[config.mk]
export PLATFORM = sky130hd
export DESIGN_NAME = write_ddr_pack_fifo
export DESIGN_NICKNAME = d
export VERILOG_FILES = /design/src/rtl/write_ddr_pack_pkg.sv /design/src/rtl/write_ddr_pack_ram.sv /design/src/rtl/write_ddr_pack_fifo.sv
export SDC_FILE = /design/constraint.sdc
export NUM_CORES = 2
export LEC_CHECK = 0
export ABC_CLOCK_PERIOD_IN_PS = 13700
export CAP_MARGIN = 5
export CORE_MARGIN = 8
export CORE_UTILIZATION = 40
export CTS_BUF_LIST = sky130_fd_sc_hd__clkbuf_16
export CTS_CLUSTER_SIZE = 24
export DETAILED_ROUTE_END_ITERATION = 16
export MAX_ROUTING_LAYER = met4
export PLACE_DENSITY = 0.54
export REMOVE_ABC_BUFFERS = 1
export SLEW_MARGIN = 30
export SYNTH_ARGS = -nofsm -noshare
export SYNTH_HDL_FRONTEND = slang
export SYNTH_SLANG_ARGS = --single-unit
[constraint.sdc]
create_clock -name clk -period 13.7 [get_ports clk]
set_clock_uncertainty 0.1 [all_clocks]
set_input_delay 1.37 -clock clk [delete_from_list [all_inputs] [get_ports clk]]
set_output_delay 1.37 -clock clk [all_outputs]
set_load 0.02 [all_outputs]
[src/rtl/write_ddr_pack_pkg.sv]
// Shared constants, the flush state type and a level-width helper for the
// DDR write-path packing FIFO.
package write_ddr_pack_pkg;

    // Default configuration: 32-bit words packed into 256-bit beats, 16 beats deep.
    localparam int WR_DATA_WIDTH_DEF  = 32;
    localparam int RD_DATA_WIDTH_DEF  = 256;
    localparam int RD_DEPTH_WIDTH_DEF = 4;
    localparam int RATIO              = RD_DATA_WIDTH_DEF / WR_DATA_WIDTH_DEF;
    localparam int RATIO_LOG2         = $clog2(RATIO);
    localparam int DEPTH              = 1 << RD_DEPTH_WIDTH_DEF;
    localparam int WR_LEVEL_W         = RD_DEPTH_WIDTH_DEF + RATIO_LOG2 + 1;
    localparam int RD_LEVEL_W         = RD_DEPTH_WIDTH_DEF + 1;

    // Flush controller: either nothing owed, or a partial beat waiting for room.
    typedef enum logic {
        FLUSH_IDLE    = 1'b0,
        FLUSH_PENDING = 1'b1
    } flush_state_t;

    // Width of the input-word occupancy count for a given configuration.
    function automatic int wr_level_width(input int depth_width,
                                          input int rd_width,
                                          input int wr_width);
        return depth_width + $clog2(rd_width / wr_width) + 1;
    endfunction

endpackage

[src/rtl/write_ddr_pack_ram.sv]
// Simple dual-port beat storage: one write port, one read port with a
// registered output that holds its value between reads.
module write_ddr_pack_ram #(
    parameter int DATA_WIDTH = 256,
    parameter int ADDR_WIDTH = 4
) (
    input  logic                  clk,
    input  logic                  rst,
    input  logic                  wr_en,
    input  logic [ADDR_WIDTH-1:0] wr_addr,
    input  logic [DATA_WIDTH-1:0] wr_data,
    input  logic                  rd_en,
    input  logic [ADDR_WIDTH-1:0] rd_addr,
    output logic [DATA_WIDTH-1:0] rd_data
);

    logic [DATA_WIDTH-1:0] mem [1 << ADDR_WIDTH];

    // Write port: store a committed beat.
    // NOTE: the storage array has no reset; emptiness is tracked by the
    // controller's counters, and a reset would prevent RAM inference.
    always_ff @(posedge clk) begin
        if (wr_en) begin
            mem[wr_addr] <= wr_data;
        end
    end

    // Read port: registered output, cleared by reset, held when not reading.
    // A read and write to the same address return the old beat, which is
    // exactly the oldest entry when the store is full.
    always_ff @(posedge clk) begin
        if (rst) begin
            rd_data <= '0;
        end else if (rd_en) begin
            rd_data <= mem[rd_addr];
        end
    end

endmodule

[src/rtl/write_ddr_pack_fifo.sv]
// DDR write-path gearbox: packs narrow user words into wide DDR beats, queues
// committed beats for the burst engine, and supports flushing a partial beat.
module write_ddr_pack_fifo
    import write_ddr_pack_pkg::*;
#(
    parameter int WR_DATA_WIDTH    = 32,
    parameter int RD_DATA_WIDTH    = 256,
    parameter int RD_DEPTH_WIDTH   = 4,
    parameter int ALMOST_FULL_NUM  = 120,
    parameter int ALMOST_EMPTY_NUM = 1
) (
    input  logic                     clk,
    input  logic                     rst,
    input  logic                     wr_en,
    input  logic [WR_DATA_WIDTH-1:0] wr_data,
    output logic                     wr_full,
    output logic                     almost_full,
    output logic [wr_level_width(RD_DEPTH_WIDTH, RD_DATA_WIDTH, WR_DATA_WIDTH)-1:0] wr_water_level,
    input  logic                     flush,
    output logic                     flush_busy,
    input  logic                     rd_en,
    output logic [RD_DATA_WIDTH-1:0] rd_data,
    output logic                     rd_empty,
    output logic                     almost_empty,
    output logic [RD_DEPTH_WIDTH:0]  rd_water_level
);

    // Words per beat must be a power of two of at least 2, so the input-word
    // level is simply {beat count, slot index}.
    localparam int PACK_RATIO = RD_DATA_WIDTH / WR_DATA_WIDTH;
    localparam int PACK_W     = $clog2(PACK_RATIO);
    localparam int MEM_DEPTH  = 1 << RD_DEPTH_WIDTH;
    localparam int CNT_W      = RD_DEPTH_WIDTH + 1;
    localparam int WL_W       = CNT_W + PACK_W;

    localparam logic [CNT_W-1:0]  CNT_FULL  = CNT_W'(MEM_DEPTH);
    localparam logic [PACK_W-1:0] SLOT_LAST = PACK_W'(PACK_RATIO - 1);
    localparam logic [WL_W-1:0]   AF_LEVEL  = WL_W'(ALMOST_FULL_NUM);
    localparam logic [CNT_W-1:0]  AE_LEVEL  = CNT_W'(ALMOST_EMPTY_NUM);

    logic [RD_DEPTH_WIDTH-1:0] wptr;
    logic [RD_DEPTH_WIDTH-1:0] rptr;
    logic [CNT_W-1:0]          mem_count;
    logic [PACK_W-1:0]         pack_cnt;
    logic [PACK_W-1:0]         pack_cnt_d;
    logic [RD_DATA_WIDTH-1:0]  pack;
    logic [RD_DATA_WIDTH-1:0]  pack_d;
    logic [RD_DATA_WIDTH-1:0]  pack_ins;
    flush_state_t              state;
    flush_state_t              state_d;

    logic wr_acc;
    logic rd_acc;
    logic commit;
    logic mem_full;
    logic slot_last;

    // Status derived purely from registered state.
    assign mem_full       = (mem_count == CNT_FULL);
    assign slot_last      = (pack_cnt == SLOT_LAST);
    assign wr_full        = (mem_full && slot_last) || (state == FLUSH_PENDING);
    assign rd_empty       = (mem_count == '0);
    assign wr_acc         = wr_en && !wr_full;
    assign rd_acc         = rd_en && !rd_empty;
    assign flush_busy     = (state == FLUSH_PENDING);
    assign rd_water_level = mem_count;
    assign wr_water_level = {mem_count, pack_cnt};
    assign almost_full    = (wr_water_level >= AF_LEVEL);
    assign almost_empty   = (mem_count <= AE_LEVEL);

    // Gearbox: drop an accepted word into its slot; word 0 lands in the LSBs.
    // NOTE: combinational blocks assign every output a default first so no
    // path leaves a value unassigned, which would infer a latch.
    always_comb begin
        pack_ins = pack;
        if (wr_acc) begin
            pack_ins[int'(pack_cnt) * WR_DATA_WIDTH +: WR_DATA_WIDTH] = wr_data;
        end
    end

    // Flush FSM next state plus commit decision and next pack state.
    always_comb begin
        state_d    = state;
        commit     = 1'b0;
        pack_d     = pack_ins;
        pack_cnt_d = wr_acc ? pack_cnt + 1'b1 : pack_cnt;

        case (state)
            FLUSH_IDLE: begin
                if (wr_acc && slot_last) begin
                    // A completed beat commits once, even if flush arrives with it.
                    commit = 1'b1;
                end else if (flush && ((pack_cnt != '0) || wr_acc)) begin
                    if (!mem_full) begin
                        commit = 1'b1;
                    end else begin
                        state_d = FLUSH_PENDING;
                    end
                end
            end
            FLUSH_PENDING: begin
                // Waits on the registered count, so a same-cycle read does not help.
                if (!mem_full) begin
                    commit  = 1'b1;
                    state_d = FLUSH_IDLE;
                end
            end
            default: state_d = FLUSH_IDLE;
        endcase

        if (commit) begin
            pack_d     = '0;
            pack_cnt_d = '0;
        end
    end

    // Flush FSM state register.
    // NOTE: clocked state uses non-blocking assignments so every register
    // samples pre-edge values regardless of block ordering.
    always_ff @(posedge clk) begin
        if (rst) begin
            state <= FLUSH_IDLE;
        end else begin
            state <= state_d;
        end
    end

    // Pack register, pointers and beat count.
    always_ff @(posedge clk) begin
        if (rst) begin
            pack      <= '0;
            pack_cnt  <= '0;
            wptr      <= '0;
            rptr      <= '0;
            mem_count <= '0;
        end else begin
            pack     <= pack_d;
            pack_cnt <= pack_cnt_d;
            if (commit) begin
                wptr <= wptr + 1'b1;
            end
            if (rd_acc) begin
                rptr <= rptr + 1'b1;
            end
            case ({commit, rd_acc})
                2'b10:   mem_count <= mem_count + 1'b1;
                2'b01:   mem_count <= mem_count - 1'b1;
                default: mem_count <= mem_count;
            endcase
        end
    end

    write_ddr_pack_ram #(
        .DATA_WIDTH (RD_DATA_WIDTH),
        .ADDR_WIDTH (RD_DEPTH_WIDTH)
    ) u_ram (
        .clk     (clk),
        .rst     (rst),
        .wr_en   (commit),
        .wr_addr (wptr),
        .wr_data (pack_ins),
        .rd_en   (rd_acc),
        .rd_addr (rptr),
        .rd_data (rd_data)
    );

endmodule

==> results.json <==
{
  "status": "finished clean",
  "fin_cells": 15300,
  "clkSinkCount": 4625,
  "postCtsHoldBufs": 0,
  "reg2reg_depth": 10,
  "yosys_warnings": 0,
  "sw_frac_of_total_pct": 26.8,
  "fill_cells": 36100,
  "vias_per_cell": 5.82,
  "clk_latency_ns": 1.01,
  "grt-ovfl-total": 0,
  "synth_edf_count": 4096,
  "min_period_ns": 6.11,
  "async_reset_ff_share_pct": 0,
  "hold_path_end": "u_ram.rd_data[145]",
  "synthAdderAreaFrac_pct": 0.116,
  "worst-slew-pin-transition_ns": 1.15,
  "ctsResizeCount": 0,
  "finalMaxSlewViolations": 0,
  "row_count": 241,
  "dp_slack_ns": 6.91,
  "slowest_stage": "and3_4",
  "path_buf_inv": 4,
  "vias": 89200,
  "endpoint_kind": "flop",
  "critical_path_class": "reg -> reg",
  "irDropWorstVdd_v": 0.000127,
  "drt_first_pass_iters": 7,
  "netSwitchingPower_mw": 9.11,
  "cp_max_fo": 44,
  "r2r_end": "u_ram.mem[14][201]",
  "utilization_pct": 45.9,
  "grt_pass1_wl_mm": 704,
  "clock.fmax_mhz": 164,
  "yosysSeqAreaShare_pct": 77.2,
  "synthTopCellsByArea": "edfxtp_1 71%, mux4_2 13%, dfxtp_1 6.1%, nand2_1 1.5%, a22o_1 1.2%",
  "maxCapViolCount": 0,
  "cp_cell_sequence": "inv_1 -> ha_1 -> ha_1 -> buf_4 -> nor2b_1 -> o21a_1 -> nor2_2 -> and3_4 -> buf_4 -> buf_4",
  "grt_pass1_vias": 91100,
  "track_usage_pct": 22.2,
  "pin_count": 311,
  "die_w_microns": 674,
  "first_iter_violations": 9490,
  "yosys.area_share.simple_pct": 3.30,
  "synth_top_family_by_area": "multiplexers",
  "cp-start-kind": "flop",
  "synth-seq-cells": 4625,
  "intPower_mw": 24.9,
  "fin_crit_sh_pct": 44.6,
  "dp.cells": 14400,
  "area_growth_syn_to_layout_pct": 14.3,
  "nNetsFinal": 9234,
  "antenna_found_initial": 43,
  "syn_inst": 8774,
  "routed_wl_mm": 501,
  "cts_buffers": 470,
  "cp_data_arrival_time_ns": 6.59,
  "power_density_nw_per_um2": 172,
  "min-delay-path-class": "reg -> reg",
  "hp-start": "u_ram.rd_data[145]",
  "hpwl_mm": 266,
  "drc_errors": 0,
  "synth_top_area_share_pct": 71.1,
  "ant_nets": 0,
  "coreArea_sq_um": 431000,
  "holdPathStages": 2,
  "synthMuxAreaShare_pct": 13.5,
  "synth-xor-area-share_pct": 0.0405,
  "slew_headroom_pct": 23.5,
  "yosys.area.top_type": "edfxtp_1",
  "ys.flop_type": "edfxtp_1",
  "die_area_sq_um": 454000,
  "post_cts_buffers": 0,
  "grt_start_max_net_pins": 128,
  "synth.distinct_cells": 59,
  "r2r_setup_slack_ns": 7.59,
  "path_common_cell": "buf_4",
  "crit_path_max_incr_delay_ns": 0.91,
  "setup_slack_ns": 7.59,
  "critical_path.top_delay_family": "buffers and inverters",
  "gp_congestion": 0.771,
  "htreeDepth": 5,
  "dieHeight_microns": 674,
  "hold_violations": 0,
  "power_leakage_nw": 63.7,
  "root_buffer": "clkbuf_16",
  "clock_power_share_pct": 35.4,
  "synth_compound_area_share_pct": 4.29,
  "cts.clk_slew.worst_paths_ns": 0.06,
  "regToRegStartpoint": "pack_cnt[0]",
  "routedWlPerCell_microns": 32.7,
  "avgSynthCellArea_sq_um": 19.7,
  "crit_cells": 10,
  "cts_tree": "yes",
  "port_buffers": 310,
  "initial_core_util_pct": 40.2,
  "clockBufferDepth": 4,
  "comb_power_share_pct": 17.4,
  "seqPwrFrac_pct": 47.3,
  "setup_viol": 0,
  "synth_area_sq_um": 173000,
  "rsz0062_at_grt": "false",
  "layout-drive-gt1-share_pct": 19.8,
  "crit_required_ns": 14.18
}
[layer usage]
| metal | vias to the layer above | global-route usage [%] | share of wire, % |
|---|---|---|---|
| met5 | - | - | 0 |
| met4 | 0 | 5.87 | 2.8 |
| met3 | 713 | 3.25 | 6.7 |
| met2 | 3343 | 36.2 | 49 |
| met1 | 48400 | 29.4 | 41 |
| li1 | 36800 | - | - |
[placed cells by master (no fill, tap or decap), types with 19 or more instances in the layout]
cell type / n
edfxtp_1: 4096
mux4_2: 981
nand2_1: 667
dfxtp_1: 525
clkbuf_16: 474
a21oi_1: 393
clkdlybuf4s50_1: 299
a22o_1: 242
o22ai_1: 188
o21ai_0: 181
inv_1: 163
nor2_1: 152
nand3_1: 151
clkinv_1: 134
buf_4: 126
a211oi_1: 95
mux2i_1: 89
clkinv_2: 79
nor4_1: 76
nor2b_1: 56
nor3_1: 36
mux2_2: 35
nand4_1: 33
buf_12: 33
diode_2: 26
a311oi_1: 26
and2_1: 25
bufinv_16: 20
buf_6: 19
[how the worst max path moves through the flow]
stage          slack, ns                  to         from
5_1_grt             7.37  u_ram.mem[14][220]  pack_cnt[0]
3_5_place_dp        6.91   u_ram.mem[14][10]        wr_en
6_report            7.59  u_ram.mem[14][201]  pack_cnt[0]
3_3_place_gp        6.54   u_ram.mem[5][103]        wr_en
2_1_floorplan     -28.80    u_ram.rd_data[0]      rptr[0]
4_1_cts             7.63  u_ram.mem[14][220]  pack_cnt[0]
[Yosys cell counts (58+ instances only)]
cell / count
a21oi_1: 394
o21ai_0: 190
a211oi_1: 96
mux2i_1: 89
nor2_1: 159
nand3_1: 152
nand2_1: 669
dfxtp_1: 529
o22ai_1: 188
clkbuf_1: 225
nor2b_1: 58
buf_2: 258
mux4_2: 981
a22o_1: 242
nor4_1: 76
edfxtp_1: 4096
[flip-flops by register name, summed over array words and instances, names as in the netlist]
signal / flops
flush_busy: 1
pack: 256
pack_cnt: 3
rd_water_level: 5
rptr: 4
u_ram.mem: 4096
u_ram.rd_data: 256
wptr: 4
[worst min-delay path: cells and delay by family (launching register included)]
family	cells	cell delay (ns)
AOI/OAI and AO/OA	1	0.05
and+or+nand+nor	1	0.05
DFF	1	0.31
[final cells by class]
class | count | area [sq um] | area share [%]
Clock inverter | 417 | 2620 | 1.32
Multi-Input combinational cell | 3562 | 37200 | 18.8
Timing Repair Buffer | 505 | 5330 | 2.70
Clock buffer | 474 | 11900 | 6.00
Antenna cell | 26 | 65.1 | 0.0329
Inverter | 17 | 72.6 | 0.0367
Tap cell | 5710 | 7140 | 3.61
Sequential cell | 4625 | 134000 | 67.5
[logic make-up (layout without fill, tap and decap cells)]
kind of cell,after synthesis,count (layout)
other,0,26
DFF,4625,4625
buffers and inverters,587,1413
xor gates and xnor gates,8,8
AOI/OAI and AO/OA,1164,1164
adders and majority gates,16,16
muxes,1105,1105
and+or+nand+nor,1269,1269
[stage by stage]
stage / hold WS (ns) / area (sq um) / power (mW) / setup TNS (ns)
floorplan: 0.344 / 170000 / 22.9 / -6733.39
CTS: 0.355 / 198000 / 34.4 / 0
global placement: 0.343 / 183000 / 22.4 / 0
global route: 0.370 / 198000 / 35.2 / 0
finish: 0.353 / 198000 / 34.0 / 0
detailed placement: 0.347 / 183000 / 22.4 / 0
[power by group through the flow]
| stage | sequential [mW] | clock, mW | combinational (mW) |
|---|---|---|---|
| after global routing | 16.1 | 12.8 | 6.29 |
| after floorplan | 16.9 | 0 | 5.96 |
| after global placement | 16.4 | 0 | 5.97 |
| after detailed placement | 16.4 | 0 | 5.99 |
| final | 16.1 | 12.0 | 5.91 |
| after CTS | 16.1 | 12.3 | 6.02 |
Note: power is estimated with default switching activity, not from simulation.
